`config.mk`:
```
export PLATFORM = sky130hd
export DESIGN_NAME = bus_router_flat
export DESIGN_NICKNAME = d
export VERILOG_FILES = /design/src/rtl/bus_router_if.sv /design/src/rtl/bus_router.sv /design/src/flat_wrapper.sv
export SDC_FILE = /design/constraint.sdc
export NUM_CORES = 1
export LEC_CHECK = 0
export ABC_AREA = 1
export CAP_MARGIN = 20
export CORE_AREA = 2 2 119 121
export CTS_CLUSTER_DIAMETER = 150
export DETAILED_ROUTE_END_ITERATION = 6
export DIE_AREA = 0 0 121 123
export GPL_ROUTABILITY_DRIVEN = 1
export PLACE_DENSITY = 0.88
export SKIP_CTS_REPAIR_TIMING = 1
export SYNTH_ARGS = -nofsm -noshare
export SYNTH_HDL_FRONTEND = slang
export SYNTH_SLANG_ARGS = --single-unit
```
`constraint.sdc`:
```
create_clock -name clk -period 2.75 [get_ports clk]
set_clock_uncertainty 0.2 [all_clocks]
set_input_delay 0.4125 -clock clk [delete_from_list [all_inputs] [get_ports clk]]
set_output_delay 0.4125 -clock clk [all_outputs]
set_load 0.01 [all_outputs]
```
`src/rtl/bus_router_if.sv`:
```
// -----------------------------------------------------------------------------
// bus_router_if
// Bundles the CPU-side request/response bus and the device-side strobe/return
// bus of bus_router.
//
// Modports:
//   slave  : router view (accepts CPU requests, drives device strobes,
//            receives per-device read returns)
//   master : environment view (CPU load/store unit plus device models)
//
// Signals:
//   bus_req_valid / bus_req_ready : request handshake
//   bus_addr, bus_wr_data, bus_wr_en : request payload
//   bus_rsp_valid, bus_rd_data, bus_rsp_err : one-cycle response
//   dev_sel (one-hot), dev_addr, dev_wr_data, dev_wr_en : device strobe
//   dev_rd_data (region i at [i*DATA_W +: DATA_W]), dev_rd_valid : device return
// -----------------------------------------------------------------------------
interface bus_router_if #(
    parameter int unsigned NUM_REGIONS = 4,
    parameter int unsigned DATA_W      = 32
);
    logic                          bus_req_valid;
    logic                          bus_req_ready;
    logic [31:0]                   bus_addr;
    logic [DATA_W-1:0]             bus_wr_data;
    logic                          bus_wr_en;
    logic                          bus_rsp_valid;
    logic [DATA_W-1:0]             bus_rd_data;
    logic                          bus_rsp_err;

    logic [NUM_REGIONS-1:0]        dev_sel;
    logic [31:0]                   dev_addr;
    logic [DATA_W-1:0]             dev_wr_data;
    logic                          dev_wr_en;
    logic [NUM_REGIONS*DATA_W-1:0] dev_rd_data;
    logic [NUM_REGIONS-1:0]        dev_rd_valid;

    modport slave (
        input  bus_req_valid,
        output bus_req_ready,
        input  bus_addr,
        input  bus_wr_data,
        input  bus_wr_en,
        output bus_rsp_valid,
        output bus_rd_data,
        output bus_rsp_err,
        output dev_sel,
        output dev_addr,
        output dev_wr_data,
        output dev_wr_en,
        input  dev_rd_data,
        input  dev_rd_valid
    );

    modport master (
        output bus_req_valid,
        input  bus_req_ready,
        output bus_addr,
        output bus_wr_data,
        output bus_wr_en,
        input  bus_rsp_valid,
        input  bus_rd_data,
        input  bus_rsp_err,
        input  dev_sel,
        input  dev_addr,
        input  dev_wr_data,
        input  dev_wr_en,
        output dev_rd_data,
        output dev_rd_valid
    );
endinterface

```
`src/rtl/bus_router.sv`:
```
// -----------------------------------------------------------------------------
// bus_router
// Registered memory-map router: accepts one CPU transaction at a time over a
// valid/ready handshake, strobes the decoded device for one cycle, waits for
// that device's read-valid on reads, and returns a one-cycle response with
// data and an error flag (unmapped address or read timeout).
//
// Ports:
//   clk    : clock
//   rst_n  : asynchronous active-low reset
//   bus    : bus_router_if.slave (CPU request/response + device strobe/return)
//
// Parameters:
//   NUM_REGIONS, DATA_W, REGION_BASE[i], REGION_LOG2[i], TIMEOUT_CYCLES
//
// Build option:
//   BUS_ROUTER_TIMEOUT_EN : when defined, a read left unanswered for
//   TIMEOUT_CYCLES WAIT cycles completes with err=1 and data 0. When undefined
//   a read waits indefinitely for its device.
// -----------------------------------------------------------------------------
module bus_router #(
    parameter int unsigned NUM_REGIONS                   = 4,
    parameter int unsigned DATA_W                        = 32,
    parameter logic [31:0] REGION_BASE [NUM_REGIONS]     = '{32'd0, 32'd2048, 32'd131072, 32'd262144},
    parameter int unsigned REGION_LOG2 [NUM_REGIONS]     = '{10, 9, 17, 8},
    parameter int unsigned TIMEOUT_CYCLES                = 64
) (
    input  logic        clk,
    input  logic        rst_n,
    bus_router_if.slave bus
);

    localparam int unsigned IDX_W = (NUM_REGIONS > 1) ? $clog2(NUM_REGIONS) : 1;

    typedef enum logic [1:0] {
        S_IDLE  = 2'd0,
        S_ISSUE = 2'd1,
        S_WAIT  = 2'd2,
        S_RESP  = 2'd3
    } state_t;

    state_t state_q;
    state_t state_d;

    // Transaction context latched at acceptance
    logic             hit_q;
    logic             wr_en_q;
    logic [IDX_W-1:0] region_q;

    // Registered outputs and their next values
    logic                   req_ready_q,   req_ready_d;
    logic                   rsp_valid_q,   rsp_valid_d;
    logic [DATA_W-1:0]      rd_data_q,     rd_data_d;
    logic                   rsp_err_q,     rsp_err_d;
    logic [NUM_REGIONS-1:0] dev_sel_q,     dev_sel_d;
    logic [31:0]            dev_addr_q,    dev_addr_d;
    logic [DATA_W-1:0]      dev_wr_data_q, dev_wr_data_d;
    logic                   dev_wr_en_q,   dev_wr_en_d;

    // Decode of the live request address
    logic             hit_c;
    logic [IDX_W-1:0] region_c;
    logic [31:0]      offset_c;
    logic [31:0]      mask_c;

    // Read return of the latched region
    logic              sel_valid_c;
    logic [DATA_W-1:0] sel_data_c;

    logic timeout_c;

    // Address decode: first (lowest-index) matching region wins
    always_comb begin
        hit_c    = 1'b0;
        region_c = '0;
        offset_c = '0;
        mask_c   = '0;
        for (int i = 0; i < NUM_REGIONS; i++) begin
            mask_c = 32'hFFFF_FFFF << REGION_LOG2[i];
            if (!hit_c && ((bus.bus_addr & mask_c) == (REGION_BASE[i] & mask_c))) begin
                hit_c    = 1'b1;
                region_c = IDX_W'(i);
                offset_c = bus.bus_addr & ~mask_c;
            end
        end
    end

    // Only the selected device's valid/data are observed
    always_comb begin
        sel_valid_c = 1'b0;
        sel_data_c  = '0;
        for (int i = 0; i < NUM_REGIONS; i++) begin
            if (region_q == IDX_W'(i)) begin
                sel_valid_c = bus.dev_rd_valid[i];
                sel_data_c  = bus.dev_rd_data[i*DATA_W +: DATA_W];
            end
        end
    end

`ifdef BUS_ROUTER_TIMEOUT_EN
    localparam int unsigned CNT_W = $clog2(TIMEOUT_CYCLES + 1);

    logic [CNT_W-1:0] wait_cnt_q;

    // Counts WAIT cycles; held at zero elsewhere so it starts clear on entry
    always_ff @(posedge clk or negedge rst_n) begin
        if (!rst_n) begin
            wait_cnt_q <= '0;
        end else if (state_q != S_WAIT) begin
            wait_cnt_q <= '0;
        end else begin
            wait_cnt_q <= wait_cnt_q + CNT_W'(1);
        end
    end

    // Fires in the TIMEOUT_CYCLES-th WAIT cycle
    assign timeout_c = (state_q == S_WAIT) && (wait_cnt_q == CNT_W'(TIMEOUT_CYCLES - 1));
`else
    // WAIT never times out; the parameter stays on the port list for both builds
    localparam bit TIMEOUT_ZERO = (TIMEOUT_CYCLES == 0);

    assign timeout_c = TIMEOUT_ZERO & 1'b0;
`endif

    // State register
    always_ff @(posedge clk or negedge rst_n) begin
        if (!rst_n) begin
            state_q <= S_IDLE;
        end else begin
            state_q <= state_d;
        end
    end

    // Next-state logic
    always_comb begin
        state_d = state_q;
        case (state_q)
            S_IDLE: begin
                if (bus.bus_req_valid) begin
                    state_d = S_ISSUE;
                end
            end
            S_ISSUE: begin
                // Writes and misses finish immediately; a latency-0 device
                // answers in the ISSUE cycle itself
                if (!hit_q || wr_en_q || sel_valid_c) begin
                    state_d = S_RESP;
                end else begin
                    state_d = S_WAIT;
                end
            end
            S_WAIT: begin
                if (sel_valid_c || timeout_c) begin
                    state_d = S_RESP;
                end
            end
            S_RESP: begin
                state_d = S_IDLE;
            end
            default: begin
                state_d = S_IDLE;
            end
        endcase
    end

    // Output logic: next values of every registered output
    always_comb begin
        req_ready_d   = (state_d == S_IDLE);
        rsp_valid_d   = (state_d == S_RESP);
        rd_data_d     = rd_data_q;
        rsp_err_d     = rsp_err_q;
        dev_sel_d     = '0;
        dev_addr_d    = '0;
        dev_wr_data_d = '0;
        dev_wr_en_d   = 1'b0;

        // Device strobe is launched at acceptance so it is live in ISSUE
        if ((state_q == S_IDLE) && bus.bus_req_valid && hit_c) begin
            dev_sel_d     = NUM_REGIONS'(1) << region_c;
            dev_addr_d    = offset_c;
            dev_wr_data_d = bus.bus_wr_data;
            dev_wr_en_d   = bus.bus_wr_en;
        end

        // Response payload is loaded only on the transition into RESP
        if ((state_q != S_RESP) && (state_d == S_RESP)) begin
            if (!hit_q) begin
                rd_data_d = '0;
                rsp_err_d = 1'b1;
            end else if (wr_en_q) begin
                rd_data_d = '0;
                rsp_err_d = 1'b0;
            end else if (sel_valid_c) begin
                rd_data_d = sel_data_c;
                rsp_err_d = 1'b0;
            end else begin
                rd_data_d = '0;
                rsp_err_d = 1'b1;
            end
        end
    end

    // Output and transaction-context registers
    always_ff @(posedge clk or negedge rst_n) begin
        if (!rst_n) begin
            req_ready_q   <= 1'b1;
            rsp_valid_q   <= 1'b0;
            rd_data_q     <= '0;
            rsp_err_q     <= 1'b0;
            dev_sel_q     <= '0;
            dev_addr_q    <= '0;
            dev_wr_data_q <= '0;
            dev_wr_en_q   <= 1'b0;
            hit_q         <= 1'b0;
            wr_en_q       <= 1'b0;
            region_q      <= '0;
        end else begin
            req_ready_q   <= req_ready_d;
            rsp_valid_q   <= rsp_valid_d;
            rd_data_q     <= rd_data_d;
            rsp_err_q     <= rsp_err_d;
            dev_sel_q     <= dev_sel_d;
            dev_addr_q    <= dev_addr_d;
            dev_wr_data_q <= dev_wr_data_d;
            dev_wr_en_q   <= dev_wr_en_d;
            if ((state_q == S_IDLE) && bus.bus_req_valid) begin
                hit_q    <= hit_c;
                wr_en_q  <= bus.bus_wr_en;
                region_q <= region_c;
            end
        end
    end

    assign bus.bus_req_ready = req_ready_q;
    assign bus.bus_rsp_valid = rsp_valid_q;
    assign bus.bus_rd_data   = rd_data_q;
    assign bus.bus_rsp_err   = rsp_err_q;
    assign bus.dev_sel       = dev_sel_q;
    assign bus.dev_addr      = dev_addr_q;
    assign bus.dev_wr_data   = dev_wr_data_q;
    assign bus.dev_wr_en     = dev_wr_en_q;

endmodule

```
`src/flat_wrapper.sv`:
```
// flat-port wrapper written by rule: the top's interface ports become plain ports
module bus_router_flat 
#(
    parameter int unsigned NUM_REGIONS                   = 4,
    parameter int unsigned DATA_W                        = 32,
    parameter logic [31:0] REGION_BASE [NUM_REGIONS]     = '{32'd0, 32'd2048, 32'd131072, 32'd262144},
    parameter int unsigned REGION_LOG2 [NUM_REGIONS]     = '{10, 9, 17, 8},
    parameter int unsigned TIMEOUT_CYCLES                = 64
)
  (clk, rst_n, bus_bus_req_valid, bus_bus_req_ready, bus_bus_addr, bus_bus_wr_data, bus_bus_wr_en, bus_bus_rsp_valid, bus_bus_rd_data, bus_bus_rsp_err, bus_dev_sel, bus_dev_addr, bus_dev_wr_data, bus_dev_wr_en, bus_dev_rd_data, bus_dev_rd_valid);
  bus_router_if #(.NUM_REGIONS(NUM_REGIONS), .DATA_W(DATA_W)) bus_i ();
  input  logic clk;
  input  logic rst_n;
  input wire logic [$bits(bus_i.bus_req_valid)-1:0] bus_bus_req_valid;
  output wire logic [$bits(bus_i.bus_req_ready)-1:0] bus_bus_req_ready;
  input wire logic [$bits(bus_i.bus_addr)-1:0] bus_bus_addr;
  input wire logic [$bits(bus_i.bus_wr_data)-1:0] bus_bus_wr_data;
  input wire logic [$bits(bus_i.bus_wr_en)-1:0] bus_bus_wr_en;
  output wire logic [$bits(bus_i.bus_rsp_valid)-1:0] bus_bus_rsp_valid;
  output wire logic [$bits(bus_i.bus_rd_data)-1:0] bus_bus_rd_data;
  output wire logic [$bits(bus_i.bus_rsp_err)-1:0] bus_bus_rsp_err;
  output wire logic [$bits(bus_i.dev_sel)-1:0] bus_dev_sel;
  output wire logic [$bits(bus_i.dev_addr)-1:0] bus_dev_addr;
  output wire logic [$bits(bus_i.dev_wr_data)-1:0] bus_dev_wr_data;
  output wire logic [$bits(bus_i.dev_wr_en)-1:0] bus_dev_wr_en;
  input wire logic [$bits(bus_i.dev_rd_data)-1:0] bus_dev_rd_data;
  input wire logic [$bits(bus_i.dev_rd_valid)-1:0] bus_dev_rd_valid;
  assign bus_i.bus_req_valid = bus_bus_req_valid;
  assign bus_bus_req_ready = bus_i.bus_req_ready;
  assign bus_i.bus_addr = bus_bus_addr;
  assign bus_i.bus_wr_data = bus_bus_wr_data;
  assign bus_i.bus_wr_en = bus_bus_wr_en;
  assign bus_bus_rsp_valid = bus_i.bus_rsp_valid;
  assign bus_bus_rd_data = bus_i.bus_rd_data;
  assign bus_bus_rsp_err = bus_i.bus_rsp_err;
  assign bus_dev_sel = bus_i.dev_sel;
  assign bus_dev_addr = bus_i.dev_addr;
  assign bus_dev_wr_data = bus_i.dev_wr_data;
  assign bus_dev_wr_en = bus_i.dev_wr_en;
  assign bus_i.dev_rd_data = bus_dev_rd_data;
  assign bus_i.dev_rd_valid = bus_dev_rd_valid;
  bus_router #(.NUM_REGIONS(NUM_REGIONS), .DATA_W(DATA_W), .REGION_BASE(REGION_BASE), .REGION_LOG2(REGION_LOG2), .TIMEOUT_CYCLES(TIMEOUT_CYCLES)) u_core (.clk(clk), .rst_n(rst_n), .bus(bus_i));
endmodule
```
==> metrics.txt, run 1 <==
# TYPE chip_impl_metric gauge
chip_impl_info{name="crit_start",value="u_core.region_q[0]"} 1
chip_impl_metric{name="vias_per_cell",unit=""} 4.819
chip_impl_metric{name="fmax",unit="MHz"} 405.5
chip_impl_info{name="r2r-end",value="u_core.bus.bus_rd_data[21]"} 1
chip_impl_metric{name="dpl-instance-area",unit="um2"} 8095
chip_impl_info{name="worst_path_most_repeated_cell",value="nand2_1"} 1
chip_impl_metric{name="final_area",unit="um2"} 8394
chip_impl_info{name="worstSetupPathType",value="reg -> reg"} 1
chip_impl_info{name="path_cells",value="buf_4, inv_1, nor2_4, nand2_1, nand3_1, o21ai_0, nor2_1, nand4_1, nand2_1"} 1
chip_impl_metric{name="final.min_clock_period",unit="ns"} 2.466
chip_impl_metric{name="synth-seq-cells",unit=""} 95
chip_impl_metric{name="clock_path_buffers",unit=""} 2
chip_impl_metric{name="crit_path_max_incr_delay",unit="ns"} 0.53
chip_impl_metric{name="reg2reg_depth",unit=""} 9
chip_impl_metric{name="drt_iter0_markers",unit=""} 279
chip_impl_metric{name="yosys_warnings",unit=""} 0
chip_impl_metric{name="design.die.area",unit="um2"} 14880
chip_impl_metric{name="synth.lib_cells_used.distinct",unit=""} 35
chip_impl_metric{name="power.ir.vdd_worst",unit="V"} 0.0003602
chip_impl_metric{name="starting_density_of_the_core",unit=""} 0.3756
chip_impl_metric{name="critPathArrivalTime",unit="ns"} 2.56
chip_impl_metric{name="fin_nets",unit=""} 1152
chip_impl_metric{name="insertion_delay_to_the_later_sink_of_the_worst_skew_pair",unit="ns"} 0.34
chip_impl_metric{name="rows",unit=""} 43
chip_impl_info{name="grt_setup_unrepaired",value="false"} 1
chip_impl_metric{name="worstPathRequired",unit="ns"} 2.84
chip_impl_metric{name="place_congestion",unit=""} 0.9102
chip_impl_info{name="hold_path_end",value="u_core.bus.bus_rd_data[21]"} 1
chip_impl_metric{name="cap_violations",unit=""} 0
chip_impl_metric{name="wl",unit="mm"} 17.79
chip_impl_metric{name="grt_pass1_vias",unit=""} 5465
chip_impl_metric{name="port_buffers",unit=""} 288
chip_impl_info{name="tritoncts",value="built"} 1
chip_impl_metric{name="grt_util_all_layers",unit=""} 0.2345
chip_impl_metric{name="worst_slew_pin_slew",unit="ns"} 0.7184
chip_impl_metric{name="power.density_cell_area",unit="nW/um2"} 561.8
chip_impl_metric{name="timing_hold_violations_final",unit=""} 0
chip_impl_info{name="timing.critical_path.from_type",value="flip-flop"} 1
chip_impl_metric{name="post_synthesis_cell_area",unit="um2"} 5112
chip_impl_metric{name="detailedRoute.firstPassIterationCount",unit=""} 5
chip_impl_metric{name="num_io_pins",unit=""} 304
chip_impl_info{name="cts-root-buf",value="clkbuf_16"} 1
chip_impl_metric{name="remaining_drc_errors",unit=""} 0
chip_impl_metric{name="hold_path_depth",unit=""} 2
chip_impl_metric{name="grt_start_max_net_pins",unit=""} 52
chip_impl_metric{name="grt_pass1_wl",unit="mm"} 26.95
chip_impl_metric{name="post_synth.cell_area_avg",unit="um2"} 7.653
chip_impl_metric{name="final_layout_size_suffix_gt1_frac",unit=""} 0.07248
chip_impl_info{name="cpMaxStageDelayCell",value="nor2_4"} 1
chip_impl_metric{name="cts-htree-levels",unit=""} 3
chip_impl_metric{name="setup_viol_count_final",unit=""} 0
chip_impl_info{name="hp-class",value="reg -> reg"} 1
chip_impl_info{name="critical_path.reg2reg.startpoint",value="u_core.region_q[0]"} 1
chip_impl_info{name="layout.cells.most_common",value="clkdlybuf4s50_1"} 1
chip_impl_metric{name="setup_tns",unit="ns"} 0
chip_impl_metric{name="final-max-slew-violation-count",unit=""} 0
chip_impl_metric{name="routed-via-count",unit=""} 5455
chip_impl_metric{name="dieHeight",unit="um"} 123
chip_impl_metric{name="clock_pin_transition_on_the_worst_setup_and_hold_timing_paths",unit="ns"} 0.07
chip_impl_metric{name="post_synthesis_cell_count",unit=""} 668
chip_impl_metric{name="dpl.hpwl",unit="mm"} 13.58
chip_impl_metric{name="ant_nets",unit=""} 0
chip_impl_metric{name="clock_sinks",unit=""} 95
chip_impl_metric{name="core_region_area",unit="um2"} 13610
chip_impl_metric{name="static-leakage-power",unit="nW"} 4.017
chip_impl_metric{name="insertedDiodeCount",unit=""} 0
chip_impl_info{name="crit_path_end_kind",value="flip-flop"} 1
chip_impl_metric{name="chipWidth",unit="um"} 121
chip_impl_metric{name="worst_slew_margin_rel",unit=""} 0.5199
chip_impl_metric{name="average_wire_length_per_cell_after_detail_routing",unit="um"} 15.72
chip_impl_metric{name="final_core_util",unit=""} 0.6167
chip_impl_info{name="outcome",value="finished, final reports clean"} 1
chip_impl_metric{name="grt_overflow_total",unit=""} 0
chip_impl_info{name="final_cell_mix",value="clkdlybuf4s50_1, nand2_1, dfrtp_1"} 1
chip_impl_metric{name="tritoncts.num_buffers",unit=""} 9
chip_impl_metric{name="area_growth",unit="%"} 64.19
chip_impl_metric{name="initial_antenna_violation_count",unit=""} 0
chip_impl_metric{name="fin_crit_sh",unit=""} 0.8967
chip_impl_info{name="hold_path.startpoint",value="u_core.bus.bus_rd_data[21]"} 1
chip_impl_metric{name="ys_seq_area_frac",unit=""} 0.4652
chip_impl_metric{name="rrSetupSlack",unit="ns"} 0.28
chip_impl_metric{name="worstPathMaxFanout",unit=""} 19
[metrics by stage]
step / setup slack [ns] / hold slack, ns / power (mW) / std cells
after floorplan: 0.9543 / -0.08309 / 2.696 / 682
after global placement: 0.2083 / 0.2469 / 3.491 / 1115
after global routing: 0.09707 / 0.2970 / 5.018 / 1132
final: 0.2841 / 0.2823 / 4.716 / 1132
after CTS: 0.2784 / -0.1124 / 4.739 / 1131
after detailed placement: 0.09786 / 0.2576 / 3.521 / 1115
[worst max-delay path, delay by kind of cell, from the launching register on]
family	cells	cell delay, ns
simple gates	6	1.08
buf+inv	2	0.52
flops	1	0.51
compound gates	1	0.10
[final cells by class]
class,instances,area [um2]
inverter,82,307.8
clock buffer,10,239.0
tap,180,225.2
clock inverter,6,50.05
multi-input combinational,453,2163
sequential,95,2379
timing repair buffer,306,3030
fill,1148,5218
[worst max-delay path by stage]
stage	to	slack [ns]
global placement	u_core.hit_q	0.21
CTS	u_core.bus.bus_rd_data[21]	0.28
floorplan	u_core.bus.bus_rd_data[0]	0.95
detailed placement	u_core.bus.dev_wr_data[16]	0.1
global route	u_core.bus.bus_rd_data[17]	0.1
finish	u_core.bus.bus_rd_data[21]	0.28
[where the power goes]
part	switching (mW)	leakage [nW]	total, mW	internal [mW]
combinational	1.28	2.56	1.99	0.715
sequential	0.0486	1.31	1.50	1.46
clock	0.565	0.142	1.22	0.653
[cells by family (layout without fill, tap and decap cells)]
group,count (synthesis),count (layout),synth area share
and+or+nand+nor,350,350,0.3172
other,1,15,0.0007335
buffers and inverters,134,404,0.1219
adders and majority gates,5,5,0.01224
DFF,95,95,0.4652
AOI/OAI and AO/OA,83,83,0.08272
[state kept, by name, summed over array words and instances, names as in the netlist]
signal / cells
u_core.bus.bus_rd_data: 32
u_core.bus.dev_wr_data: 32
u_core.bus.dev_addr: 17
u_core.bus.dev_wr_en: 1
u_core.hit_q: 1
u_core.bus.dev_sel: 4
u_core.bus.bus_rsp_valid: 1
u_core.wr_en_q: 1
u_core.state_q: 2
u_core.region_q: 2
u_core.bus.bus_req_ready: 1
u_core.bus.bus_rsp_err: 1
[cells in the mapped netlist]
| library cell | number | area (um2) |
|---|---|---|
| nand4_2 | 1 | 12.51 |
| nor3_1 | 18 | 90.09 |
| conb_1 | 1 | 3.750 |
| buf_2 | 9 | 45.04 |
| nor2_2 | 21 | 131.4 |
| nor4_1 | 1 | 6.260 |
| nor3_4 | 1 | 16.27 |
| nor3b_2 | 1 | 12.51 |
| clkbuf_1 | 16 | 60.06 |
| nand3b_1 | 1 | 7.510 |
| nand2_4 | 1 | 11.26 |
| ha_1 | 5 | 62.56 |
| inv_1 | 80 | 300.3 |
| buf_4 | 19 | 142.6 |
| a21oi_1 | 2 | 10.01 |
| clkinv_1 | 1 | 3.750 |
| nand4_4 | 1 | 21.27 |
| buf_6 | 5 | 56.30 |
| dfstp_2 | 1 | 26.28 |
| nor2_1 | 75 | 281.5 |
| o211ai_1 | 1 | 7.510 |
| a21boi_0 | 1 | 7.510 |
| nand4_1 | 34 | 212.7 |
| o21ai_1 | 9 | 45.04 |
| nor2_4 | 2 | 22.52 |
| o21ai_0 | 69 | 345.3 |
| inv_2 | 1 | 3.750 |
| nand3_2 | 3 | 30.03 |
| o21a_1 | 1 | 7.510 |
| nand3_1 | 36 | 180.2 |
| or2_4 | 1 | 8.760 |
| nand2_1 | 152 | 570.6 |
| buf_1 | 3 | 11.26 |
| nand2_2 | 1 | 6.260 |
| dfrtp_1 | 94 | 2352 |
[per-layer routing]
metal / GRT usage / vias up / wire (um)
met4: 0.07994 / 0 / 382
met2: 0.4192 / 234 / 8847
met5: 0 / - / 0
met3: 0.07703 / 27 / 1707
li1: - / 2658 / -
met1: 0.2626 / 2536 / 6855
(Power assumes the default switching activity.)
==> run 2: changes to the inputs <==
--- a/config.mk
+++ b/config.mk
@@ -7,12 +7,13 @@
 export LEC_CHECK = 0
 export ABC_AREA = 1
 export CAP_MARGIN = 20
-export CORE_AREA = 2 2 119 121
+export CORE_ASPECT_RATIO = 0.8
+export CORE_MARGIN = 2
+export CORE_UTILIZATION = 41
 export CTS_CLUSTER_DIAMETER = 150
 export DETAILED_ROUTE_END_ITERATION = 6
-export DIE_AREA = 0 0 121 123
 export GPL_ROUTABILITY_DRIVEN = 1
-export PLACE_DENSITY = 0.88
+export PLACE_DENSITY = 0.95
 export SKIP_CTS_REPAIR_TIMING = 1
 export SYNTH_ARGS = -nofsm -noshare
 export SYNTH_HDL_FRONTEND = slang
==> metrics.txt, run 2 (synthesis results as in run 1) <==
# TYPE chip_impl_metric gauge
chip_impl_metric{name="clock_path_buffers",unit=""} 2
chip_impl_metric{name="detailedRoute.firstPassIterationCount",unit=""} 5
chip_impl_metric{name="design.die.area",unit="um2"} 13380
chip_impl_metric{name="fin_nets",unit=""} 1150
chip_impl_metric{name="grt_pass1_wl",unit="mm"} 26.85
chip_impl_metric{name="clock_sinks",unit=""} 95
chip_impl_metric{name="dp_worst_setup_slack",unit="ns"} 0.06126
chip_impl_metric{name="final.min_clock_period",unit="ns"} 2.437
chip_impl_metric{name="wl",unit="mm"} 17.31
chip_impl_metric{name="ant_nets",unit=""} 0
chip_impl_info{name="cpMaxStageDelayCell",value="dfrtp_1"} 1
chip_impl_metric{name="power.density_cell_area",unit="nW/um2"} 552.1
chip_impl_metric{name="cts-htree-levels",unit=""} 3
chip_impl_metric{name="worst_slew_pin_slew",unit="ns"} 0.6842
chip_impl_metric{name="remaining_drc_errors",unit=""} 0
chip_impl_metric{name="grt_start_max_net_pins",unit=""} 44
chip_impl_metric{name="worstPathMaxFanout",unit=""} 35
chip_impl_metric{name="critPathArrivalTime",unit="ns"} 2.50
chip_impl_metric{name="fin_total_pwr",unit="mW"} 4.611
chip_impl_metric{name="grt_overflow_total",unit=""} 0
chip_impl_metric{name="worst_slew_margin_rel",unit=""} 0.5423
chip_impl_metric{name="place_congestion",unit=""} 0.9509
chip_impl_metric{name="average_wire_length_per_cell_after_detail_routing",unit="um"} 15.71
chip_impl_metric{name="dpl-instance-area",unit="um2"} 8058
chip_impl_info{name="timing.critical_path.from_type",value="flip-flop"} 1
chip_impl_metric{name="vias_per_cell",unit=""} 4.964
chip_impl_info{name="grt_setup_unrepaired",value="false"} 1
chip_impl_metric{name="insertedDiodeCount",unit=""} 0
chip_impl_metric{name="initial_antenna_violation_count",unit=""} 0
chip_impl_metric{name="power.ir.vdd_worst",unit="V"} 0.0005477
chip_impl_metric{name="chipWidth",unit="um"} 128.8
chip_impl_metric{name="routed-via-count",unit=""} 5470
chip_impl_metric{name="num_io_pins",unit=""} 304
chip_impl_metric{name="insertion_delay_to_the_later_sink_of_the_worst_skew_pair",unit="ns"} 0.34
chip_impl_metric{name="rows",unit=""} 36
chip_impl_info{name="critPathTopFamily",value="simple AND/OR/NAND/NOR gates"} 1
chip_impl_metric{name="final_area",unit="um2"} 8351
chip_impl_info{name="outcome",value="finished, final reports clean"} 1
chip_impl_info{name="hold_path.startpoint",value="u_core.bus.bus_rsp_err"} 1
chip_impl_metric{name="crit_path_max_incr_delay",unit="ns"} 0.75
chip_impl_metric{name="dpl.hpwl",unit="mm"} 13.06
chip_impl_info{name="tritoncts",value="built"} 1
chip_impl_info{name="worstSetupPathType",value="reg -> reg"} 1
chip_impl_metric{name="timing_hold_violations_final",unit=""} 0
chip_impl_metric{name="final-max-slew-violation-count",unit=""} 0
chip_impl_info{name="crit_path_end_kind",value="flip-flop"} 1
chip_impl_info{name="path_cells",value="nand3_1, nand3_1, nand2_1, nand2_1, nand2_1, nand2_2, nand4_1, nand2_1"} 1
chip_impl_metric{name="starting_density_of_the_core",unit=""} 0.4204
chip_impl_metric{name="core_region_area",unit="um2"} 12160
chip_impl_metric{name="grt_pass1_vias",unit=""} 5375
chip_impl_info{name="worst_path_most_repeated_cell",value="nand2_1"} 1
chip_impl_metric{name="final_core_util",unit=""} 0.6866
chip_impl_metric{name="cp_num_buf_inv",unit=""} 0
chip_impl_metric{name="clock_pin_transition_on_the_worst_setup_and_hold_timing_paths",unit="ns"} 0.07
chip_impl_info{name="hold_path_end",value="u_core.bus.bus_rsp_err"} 1
chip_impl_info{name="layout.cells.most_common",value="clkdlybuf4s50_1"} 1
chip_impl_metric{name="finalWorstSetupSlack",unit="ns"} 0.3127
chip_impl_metric{name="fmax",unit="MHz"} 410.3
chip_impl_info{name="final_cell_mix",value="clkdlybuf4s50_1, nand2_1, dfrtp_1"} 1
chip_impl_metric{name="port_buffers",unit=""} 288
chip_impl_metric{name="tritoncts.num_buffers",unit=""} 9
chip_impl_metric{name="rrSetupSlack",unit="ns"} 0.31
chip_impl_metric{name="grt_util_all_layers",unit=""} 0.2545
chip_impl_metric{name="worstPathRequired",unit="ns"} 2.82
chip_impl_metric{name="static-leakage-power",unit="nW"} 4.002
chip_impl_metric{name="setup_viol_count_final",unit=""} 0
chip_impl_info{name="hp-class",value="reg -> reg"} 1
chip_impl_metric{name="reg2reg_depth",unit=""} 8
chip_impl_metric{name="fin_crit_sh",unit=""} 0.8863
chip_impl_info{name="critical_path.reg2reg.startpoint",value="u_core.region_q[0]"} 1
chip_impl_metric{name="final_layout_size_suffix_gt1_frac",unit=""} 0.06947
chip_impl_metric{name="setup_tns",unit="ns"} 0
chip_impl_info{name="r2r-end",value="u_core.bus.bus_rd_data[25]"} 1
chip_impl_metric{name="dieHeight",unit="um"} 103.9
chip_impl_metric{name="area_growth",unit="%"} 63.34
chip_impl_metric{name="hold_path_depth",unit=""} 2
chip_impl_info{name="cts-root-buf",value="clkbuf_16"} 1
chip_impl_metric{name="drt_iter0_markers",unit=""} 310
chip_impl_metric{name="cap_violations",unit=""} 0
run 2: final cells by class:
class / count / area (um2)
fillers: 961 / 3811
repair buffers: 304 / 3028
flip-flops and latches: 95 / 2379
multi-input cells: 453 / 2163
inverters: 82 / 307.8
clock buffers: 10 / 229.0
well taps: 152 / 190.2
clock inverters: 6 / 53.80
run 2: worst max path at each step:
stage,start,slack [ns],cells past startpoint,end
2_1_floorplan,u_core.state_q[0],0.95,7,u_core.bus.bus_rd_data[0]
3_3_place_gp,bus_bus_addr[18],0.20,10,u_core.hit_q
3_5_place_dp,bus_bus_addr[14],0.06,8,u_core.bus.dev_wr_data[20]
4_1_cts,u_core.region_q[0],0.31,8,u_core.bus.bus_rd_data[25]
5_1_grt,u_core.region_q[0],0.04,8,u_core.bus.bus_rd_data[25]
6_report,u_core.region_q[0],0.31,8,u_core.bus.bus_rd_data[25]
run 2: routing by layer:
metal  share of wire  track usage  up-vias
li1                -            -     2644
met1            0.38       0.2909     2559
met2            0.52       0.4573      243
met3           0.090      0.07356       24
met4           0.015      0.07686        0
met5               0            0        -
run 2: worst reg2reg max path: stages (launching register included):
cell and delay, ns:
dfrtp_1 0.75, nand3_1 0.23, nand3_1 0.14, nand2_1 0.07, nand2_1 0.07, nand2_1 0.07
nand2_2 0.51, nand4_1 0.22, nand2_1 0.13
run 2: where the power goes:
group	total [mW]	internal [mW]	leakage, nW	switching [mW]
clock network	1.19	0.628	0.129	0.561
logic	1.90	0.666	2.56	1.23
registers	1.52	1.46	1.31	0.0694
run 2: stage by stage:
| step | std cells | hold slack, ns |
|---|---|---|
| floorplan | 682 | -0.08309 |
| global placement | 1085 | 0.2003 |
| detailed placement | 1085 | 0.2084 |
| CTS | 1101 | -0.1647 |
| global route | 1102 | 0.2932 |
| finish | 1102 | 0.2764 |
